File: config.mk
export PLATFORM = sky130hd
export DESIGN_NAME = seg7_scan_driver
export DESIGN_NICKNAME = d
export VERILOG_FILES = /design/src/rtl/seg7_scan_driver.sv
export SDC_FILE = /design/constraint.sdc
export NUM_CORES = 1
export LEC_CHECK = 0
export ABC_CLOCK_PERIOD_IN_PS = 3000
export CORE_AREA = 4 4 121 123
export DETAILED_ROUTE_END_ITERATION = 8
export DIE_AREA = 0 0 125 127
export GPL_TIMING_DRIVEN = 0
export PLACE_DENSITY = 0.54
export SLEW_MARGIN = 20
export SYNTH_ARGS = -nofsm -noshare
export SYNTH_HDL_FRONTEND = slang
export SYNTH_SLANG_ARGS = --single-unit
File: constraint.sdc
create_clock -name clk -period 3 [get_ports clk]
set_input_delay 0.6 -clock clk [delete_from_list [all_inputs] [get_ports clk]]
set_output_delay 0.6 -clock clk [all_outputs]
set_load 0.05 [all_outputs]
File: src/rtl/seg7_scan_driver.sv
// seg7_scan_driver: time-multiplexed BCD 7-segment driver with double-buffered digits, dp, blink and frame strobe
// Ports:
//   clk, rst        single clock, synchronous active-high reset
//   digits_in       BCD digits, digit k = bits [4k+3:4k], digit 0 least significant
//   dp_in           decimal-point request per digit, captured with digits_in
//   load            capture digits_in/dp_in into the pending buffer
//   blink_mask      digits to blink, sampled live
//   seg             segments {g,f,e,d,c,b,a}, active-high
//   dp              decimal point of the lit digit, active-high
//   an              one-hot digit enable, active-high
//   frame_done      one-cycle pulse registered with the last digit's final slot cycle
// Optional: define LEADING_ZERO_BLANK_EN to blank leading zeros above digit 0 (dp still shown).
module seg7_scan_driver #(
  parameter int NUM_DIGITS = 4,
  parameter int SCAN_DIV   = 1000,
  parameter int BLINK_DIV  = 25000000
) (
  input  logic                    clk,
  input  logic                    rst,
  input  logic [4*NUM_DIGITS-1:0] digits_in,
  input  logic [NUM_DIGITS-1:0]   dp_in,
  input  logic                    load,
  input  logic [NUM_DIGITS-1:0]   blink_mask,
  output logic [6:0]              seg,
  output logic                    dp,
  output logic [NUM_DIGITS-1:0]   an,
  output logic                    frame_done
);
  localparam int SW = $clog2(SCAN_DIV);
  localparam int BW = $clog2(BLINK_DIV);
  localparam int IW = $clog2(NUM_DIGITS);
  localparam logic [6:0] SEG_LUT [16] = '{
    7'h3F, 7'h06, 7'h5B, 7'h4F, 7'h66, 7'h6D, 7'h7D, 7'h07,
    7'h7F, 7'h6F, 7'h00, 7'h00, 7'h00, 7'h00, 7'h00, 7'h00
  };
  logic [SW-1:0]           scan_cnt;
  logic [IW-1:0]           scan_idx;
  logic [BW-1:0]           blink_cnt;
  logic                    blink_phase;
  logic [4*NUM_DIGITS-1:0] pend, disp;
  logic [NUM_DIGITS-1:0]   pend_dp, disp_dp;
  logic                    pend_valid;
  logic                    slot_end, wrap, blink_wrap;
  logic [3:0]              dig [NUM_DIGITS];
  logic [3:0]              code;
  logic                    bad, blink_off, lzb;
  logic [6:0]              seg_n;
  logic                    dp_n;
  logic [NUM_DIGITS-1:0]   an_n;
  genvar i;
  for (i = 0; i < NUM_DIGITS; i++) begin : g_dig
    assign dig[i] = disp[4*i +: 4];
  end
`ifdef LEADING_ZERO_BLANK_EN
  // zhi[k]: digit k and every digit above it are zero
  logic [NUM_DIGITS-1:0] zhi;
  for (i = 0; i < NUM_DIGITS; i++) begin : g_lz
    if (i == NUM_DIGITS - 1) begin : g_top
      assign zhi[i] = dig[i] == 4'd0;
    end else begin : g_mid
      assign zhi[i] = dig[i] == 4'd0 && zhi[i+1];
    end
  end
  assign lzb = scan_idx != '0 && zhi[scan_idx];
`else
  assign lzb = 1'b0;
`endif
  always_comb begin
    slot_end   = scan_cnt == SW'(SCAN_DIV - 1);
    wrap       = slot_end && scan_idx == IW'(NUM_DIGITS - 1);
    blink_wrap = blink_cnt == BW'(BLINK_DIV - 1);
    code       = dig[scan_idx];
    bad        = code > 4'd9;
    blink_off  = blink_phase && blink_mask[scan_idx];
    seg_n      = (bad || blink_off || lzb) ? 7'h00 : SEG_LUT[code];
    dp_n       = disp_dp[scan_idx] && !bad && !blink_off;
    an_n       = {{(NUM_DIGITS-1){1'b0}}, 1'b1} << scan_idx;
  end
  always_ff @(posedge clk) begin
    if (rst) begin
      scan_cnt    <= '0;
      scan_idx    <= '0;
      blink_cnt   <= '0;
      blink_phase <= 1'b0;
      pend        <= '0;
      pend_dp     <= '0;
      pend_valid  <= 1'b0;
      disp        <= '0;
      disp_dp     <= '0;
      seg         <= '0;
      dp          <= 1'b0;
      an          <= '0;
      frame_done  <= 1'b0;
    end else begin
      scan_cnt  <= slot_end ? '0 : scan_cnt + 1'b1;
      blink_cnt <= blink_wrap ? '0 : blink_cnt + 1'b1;
      if (slot_end) scan_idx <= wrap ? '0 : scan_idx + 1'b1;
      if (blink_wrap) blink_phase <= ~blink_phase;
      if (load) begin
        pend    <= digits_in;
        pend_dp <= dp_in;
      end
      // a load coinciding with the frame boundary bypasses pending entirely
      if (wrap) begin
        disp       <= load ? digits_in : pend_valid ? pend : disp;
        disp_dp    <= load ? dp_in : pend_valid ? pend_dp : disp_dp;
        pend_valid <= 1'b0;
      end else if (load) begin
        pend_valid <= 1'b1;
      end
      seg        <= seg_n;
      dp         <= dp_n;
      an         <= an_n;
      frame_done <= wrap;
    end
  end
endmodule

==> results of run 1 <==
## logic make-up after synthesis
| family | synth area share |
|---|---|
| adder cells (fa/ha/maj) | 0.0325 |
| multiplexers | 0.0922 |
| flip-flops | 0.478 |
| buffers and inverters | 0.0386 |
| AND/OR/NAND/NOR | 0.206 |
| XOR/XNOR | 0.0523 |
| AO/OA/AOI/OAI | 0.101 |
## metal layers
layer	vias up	wire length, um
li1	1512	-
met1	1350	4170
met2	43	3760
met3	12	279
met4	0	220
met5	-	0
## per-stage QoR
| stage | instances | instance area [um2] | power [mW] | util | worst slack [ns] |
|---|---|---|---|---|---|
| after floorplan | 404 | 3850 | 1.37 | - | 0.962 |
| after global placement | 621 | 4450 | 1.44 | 0.326 | 0.613 |
| after detailed placement | 621 | 4450 | 1.44 | 0.326 | 0.577 |
| after CTS | 636 | 4760 | 2.65 | 0.349 | 0.553 |
| after global routing | 636 | 4760 | 2.71 | 0.349 | 0.318 |
| final | 636 | 4760 | 2.61 | 0.349 | 0.567 |
## critical path: stages, from the launching register on
cell and delay (ns):
dfxtp_1 0.43, buf_2 0.31, mux4_2 0.63, inv_1 0.17
ha_1 0.20, nor2_1 0.05, o21ai_0 0.18, nand2_1 0.19
a21oi_1 0.18
## power by group
part,internal [mW],switching [mW]
Sequential,1.25,0.0131
Clock,0.730,0.475
Combinational,0.0658,0.0817
## registers in the layout (all words and copies together) (netlist names)
name         flops
blink_cnt       25
pend_valid       1
frame_done       1
disp            16
seg              7
pend_dp          4
scan_cnt        10
dp               1
an               4
pend            16
scan_idx         2
disp_dp          4
blink_phase      1
## worst min-delay path by stage
stage,from,end
finish,scan_cnt[0]$_SDFF_PP0_,scan_cnt[0]$_SDFF_PP0_
floorplan,scan_cnt[0]$_SDFF_PP0_,scan_cnt[0]$_SDFF_PP0_
detailed placement,scan_cnt[0]$_SDFF_PP0_,scan_cnt[0]$_SDFF_PP0_
global placement,scan_cnt[0]$_SDFF_PP0_,scan_cnt[0]$_SDFF_PP0_
CTS,scan_cnt[0]$_SDFF_PP0_,scan_cnt[0]$_SDFF_PP0_
global route,blink_cnt[0]$_SDFF_PP0_,blink_cnt[0]$_SDFF_PP0_
## cells in the final DEF (no fill, tap or decap), types with 3 or more instances in the layout
cell type / instances
clkbuf_16: 9
nand4_1: 5
nor2_1: 80
nor3_1: 7
nand3_1: 17
or2_2: 4
nand2_1: 14
clkbuf_1: 16
a211oi_1: 20
mux2i_1: 22
a21oi_1: 16
nor4_1: 6
and3_1: 3
buf_1: 3
or3_1: 4
xor2_1: 9
o31ai_1: 8
ha_1: 10
clkdlybuf4s50_1: 37
o21ai_0: 6
a21o_1: 3
inv_1: 11
or4_4: 4
nor3b_1: 3
or4_1: 4
a21oi_2: 3
xnor2_1: 14
dfxtp_1: 92
mux4_2: 6
## cell type report
class / instances / share of cell area
clock inverter: 5 / 0.0179
tap: 180 / 0.0473
buffer: 23 / 0.0226
sequential: 92 / 0.387
clock buffer: 10 / 0.0481
timing repair buffer: 37 / 0.0777
multi-input combinational: 278 / 0.391
inverter: 11 / 0.00867
==> results.txt, run 1 <==
GRT busiest layer -> met2
Grt total ovfl -> 0
FF/Latch Area -> 1840 um2
Minimum clock period -> 2.43 ns
Clock transition at path regs -> 0.07 ns
CP startpoint -> scan_idx[0]$_SDFFE_PP0P_
Core Area -> 13700 um2
Async set-or-reset flop fraction in the synthesized netlist -> 0
Clk_lat worst skew -> 0.34 ns
Row count -> 43
Largest cells by area after synthesis -> dfxtp_1, nor2_1, mux2i_1, a211oi_1, mux4_2
Multi-input logic area -> 1860 um2
Leak Pwr -> 1.70 nW
Syn_area_per_cell -> 9.54 um2
Clock sink count -> 92
First-pass GRT wire length -> 14000 um
Post-layout nets -> 489
CP endpoint kind -> register
Initial antenna violation count -> 0
EDFF count, synth -> 0
Avg Vias per Cell -> 4.59
Worst-Margin Slew -> 0.889 ns
Slew headroom -> 0.403
Endpoints failing setup -> 0
WP data arrival -> 2.70 ns
Starting Density -> 0.282
Root buffer cell -> clkbuf_16
Met1 Track Usage GR -> 0.140
Hold crit path type -> reg -> reg
Post-CTS Setup Bufs -> 0
Reg-to-reg slack, setup -> 0.57 ns
Pre-antenna DRT Iters -> 4
GP Congestion -> 0.806
Crit-path max FO -> 10
PortBufs -> 37
Met2 usage -> 0.172
Max Freq -> 0.411 GHz
WS Path Type -> reg -> reg
Largest net degree at the start of global routing -> 16
Most used DFF post-synth -> dfxtp_1
Vias -> 2917
Final Hold Fails -> 0
Pwr Density -> 549 nW/um2
Final Skew -> 0.00777 ns
RSZ-0062 raised after global routing -> no
All-layer global routing usage -> 0.111
CP Launch Type -> register
Syn_nets -> 441
Post-cts sizing count -> 0
Worst-case clock buffer depth -> 2
Final wirelength -> 8440 um
Post-DRT Antenna Nets -> 0
Mapped Area -> 3850 um2
Worst EP required -> 3.27 ns
Routed WL per cell -> 13.3 um
Most common library cells after synthesis -> dfxtp_1, nor2_1, mux2i_1
Fin crit share -> 0.811
Max-Cap Viols -> 0
Status -> complete, no violations
Yosys warns -> 0
Die Area -> 15900 um2
Crit path capture -> seg[3]$_SDFF_PP0_
Cells after synthesis -> 404
Vias in the first global route -> 2805
CTS buffer count -> 9
Reg-to-Reg Start -> scan_idx[0]$_SDFFE_PP0P_
P&R area growth vs syn -> 23.6%
Die W -> 125 um
Die height -> 127 um
Hold slack -> 0.475 ns
Fin. max-slew vios -> 0
Area leader, netlist -> dfxtp_1
Diode count -> 0
Yosys cell types -> 39
CTS tree -> done
Initial DRC Count -> 159
Hold Path Cell Cnt -> 1
Setup TNS -> 0 ns
Most common cell in the netlist -> dfxtp_1
Register area share after synthesis -> 0.478
Yosys reg bits -> 92
Worst R2R End -> seg[3]$_SDFF_PP0_
Maximum VDD drop -> 0.257 mV
Remaining DRCs -> 0
Top cell type's share of synthesized area -> 0.478
Layout filler cell count -> 1386
Hpwl dp -> 6100 um
IO Count -> 40
Post-CTS Hold Fix Bufs -> 0
Fraction of layout cells with a size suffix above 1 -> 0.0855
GRT met3 Usage -> 0.0284
R2R depth -> 8
H-tree lvl count -> 3
Power figures use the tool's default switching activity.
==> inputs of run 2 (changes only) <==
--- a/config.mk
+++ b/config.mk
@@ -5,12 +5,12 @@
 export SDC_FILE = /design/constraint.sdc
 export NUM_CORES = 1
 export LEC_CHECK = 0
-export ABC_CLOCK_PERIOD_IN_PS = 3000
+export ABC_CLOCK_PERIOD_IN_PS = 2200
 export CORE_AREA = 4 4 121 123
 export DETAILED_ROUTE_END_ITERATION = 8
 export DIE_AREA = 0 0 125 127
 export GPL_TIMING_DRIVEN = 0
-export PLACE_DENSITY = 0.54
+export PLACE_DENSITY = 0.55
 export SLEW_MARGIN = 20
 export SYNTH_ARGS = -nofsm -noshare
 export SYNTH_HDL_FRONTEND = slang
==> constraint.sdc (replaced) <==
create_clock -name clk -period 2.2 [get_ports clk]
set_input_delay 0.44 -clock clk [delete_from_list [all_inputs] [get_ports clk]]
set_output_delay 0.44 -clock clk [all_outputs]
set_load 0.05 [all_outputs]
==> results.txt, run 2 (synthesis gave the netlist of run 1 again) <==
H-tree lvl count -> 3
Crit-path max FO -> 10
Max Freq -> 0.487 GHz
Clock sink count -> 92
Vias -> 2956
Fraction of layout cells with a size suffix above 1 -> 0.105
Layout filler cell count -> 1388
Final Skew -> 0.00872 ns
CP Launch Type -> register
Slew headroom -> 0.516
Vias in the first global route -> 2854
Hold crit path type -> reg -> reg
Avg Vias per Cell -> 4.63
Fin. max-slew vios -> 0
Largest regs -> blink_cnt x25, disp x16, pend x16
Largest net degree at the start of global routing -> 16
CP endpoint kind -> register
WP data arrival -> 2.31 ns
GP Congestion -> 0.767
Routed WL per cell -> 13.0 um
Setup TNS -> 0 ns
Leak Pwr -> 1.72 nW
First-pass GRT wire length -> 14200 um
Clock transition at path regs -> 0.07 ns
Die Area -> 15900 um2
Pwr Density -> 749 nW/um2
Remaining DRCs -> 0
Fin crit share -> 0.933
Multi-input logic area -> 1890 um2
Initial DRC Count -> 188
Clk_lat worst skew -> 0.34 ns
Worst-case clock buffer depth -> 2
All-layer global routing usage -> 0.110
Minimum clock period -> 2.05 ns
IO Count -> 40
CTS buffer count -> 9
Post-layout nets -> 490
P&R area growth vs syn -> 25.0%
Row count -> 43
Starting Density -> 0.282
Commonest non-fill, non-tap cell in the layout -> dfxtp_1
Final wirelength -> 8300 um
CTS tree -> done
Leading cell types in the layout, fill and taps excluded -> dfxtp_1, nor2_1, clkdlybuf4s50_1, mux2i_1, a211oi_1
Final Hold Fails -> 0
RSZ-0062 raised after global routing -> no
Max-Cap Viols -> 0
Post-CTS Hold Fix Bufs -> 0
Core Area -> 13700 um2
Worst-Margin Slew -> 0.727 ns
Die height -> 127 um
Die W -> 125 um
Top reg by flops -> blink_cnt
Pre-antenna DRT Iters -> 4
PortBufs -> 37
Status -> complete, no violations
Post-DRT Antenna Nets -> 0
Worst EP required -> 2.46 ns
Max reg flops -> 25
Grt total ovfl -> 0
Total power -> 3.61 mW
Hpwl dp -> 6120 um
Initial antenna violation count -> 0
WS Path Type -> reg -> reg
Endpoints failing setup -> 0
Diode count -> 0
Maximum VDD drop -> 0.439 mV
FF/Latch Area -> 1840 um2
Root buffer cell -> clkbuf_16
==> run 2: metrics by stage <==
| stage | setup WS [ns] | instances | instance area, um2 | utilization | hold slack, ns |
|---|---|---|---|---|---|
| after detailed placement | -0.198 | 621 | 4450 | 0.326 | 0.456 |
| after global routing | 0.0149 | 638 | 4820 | 0.353 | 0.484 |
| after global placement | -0.192 | 621 | 4450 | 0.326 | 0.445 |
| after floorplan | 0.162 | 404 | 3850 | - | 0.430 |
| after CTS | 0.0207 | 638 | 4800 | 0.351 | 0.471 |
| final | 0.148 | 638 | 4820 | 0.353 | 0.462 |
==> run 2: per-layer routing <==
metal	part of all wire	GRT usage	wire, um
met1	0.50	0.152	4170
met2	0.45	0.168	3750
met3	0.034	0.0259	283
met4	0.013	0.0421	106
met5	0	0	0
==> run 2: path summary, 6_finish.rpt <==
check,startpoint,to,slack (ns),depth (start not counted)
worst max-delay path,scan_idx[0]$_SDFFE_PP0P_,seg[0]$_SDFF_PP0_,0.15,6
worst min register to register,scan_cnt[0]$_SDFF_PP0_,scan_cnt[0]$_SDFF_PP0_,0.46,1
worst max register to register,scan_idx[0]$_SDFFE_PP0P_,seg[0]$_SDFF_PP0_,0.15,6
worst min-delay path,scan_cnt[0]$_SDFF_PP0_,scan_cnt[0]$_SDFF_PP0_,0.46,1
==> run 2: cell type report <==
type,instances,area share
Inverter,11,0.00857
Clock inverter,5,0.0171
Timing Repair Buffer,38,0.0784
Tap cell,180,0.0467
Clock buffer,11,0.0504
Buffer,23,0.0239
Sequential cell,92,0.382
Multi-Input combinational cell,278,0.392
==> run 2: critical path: stages (launching register included) <==
cell	delay (ns)
dfxtp_2	0.39
buf_6	0.18
mux4_2	0.57
ha_1	0.22
or2_2	0.30
a21o_1	0.18
a21oi_1	0.13
==> run 2: repair_timing <==
item	4_1_cts	5_1_grt
endpoints found under the setup margin	28	47
buffers inserted	1	0
pin swaps	1	0
resized for setup	6	5
==> run 2: where the power goes <==
part,switching [mW],internal (mW)
combinational,0.110,0.0904
sequential,0.0180,1.70
clock,0.653,1.03
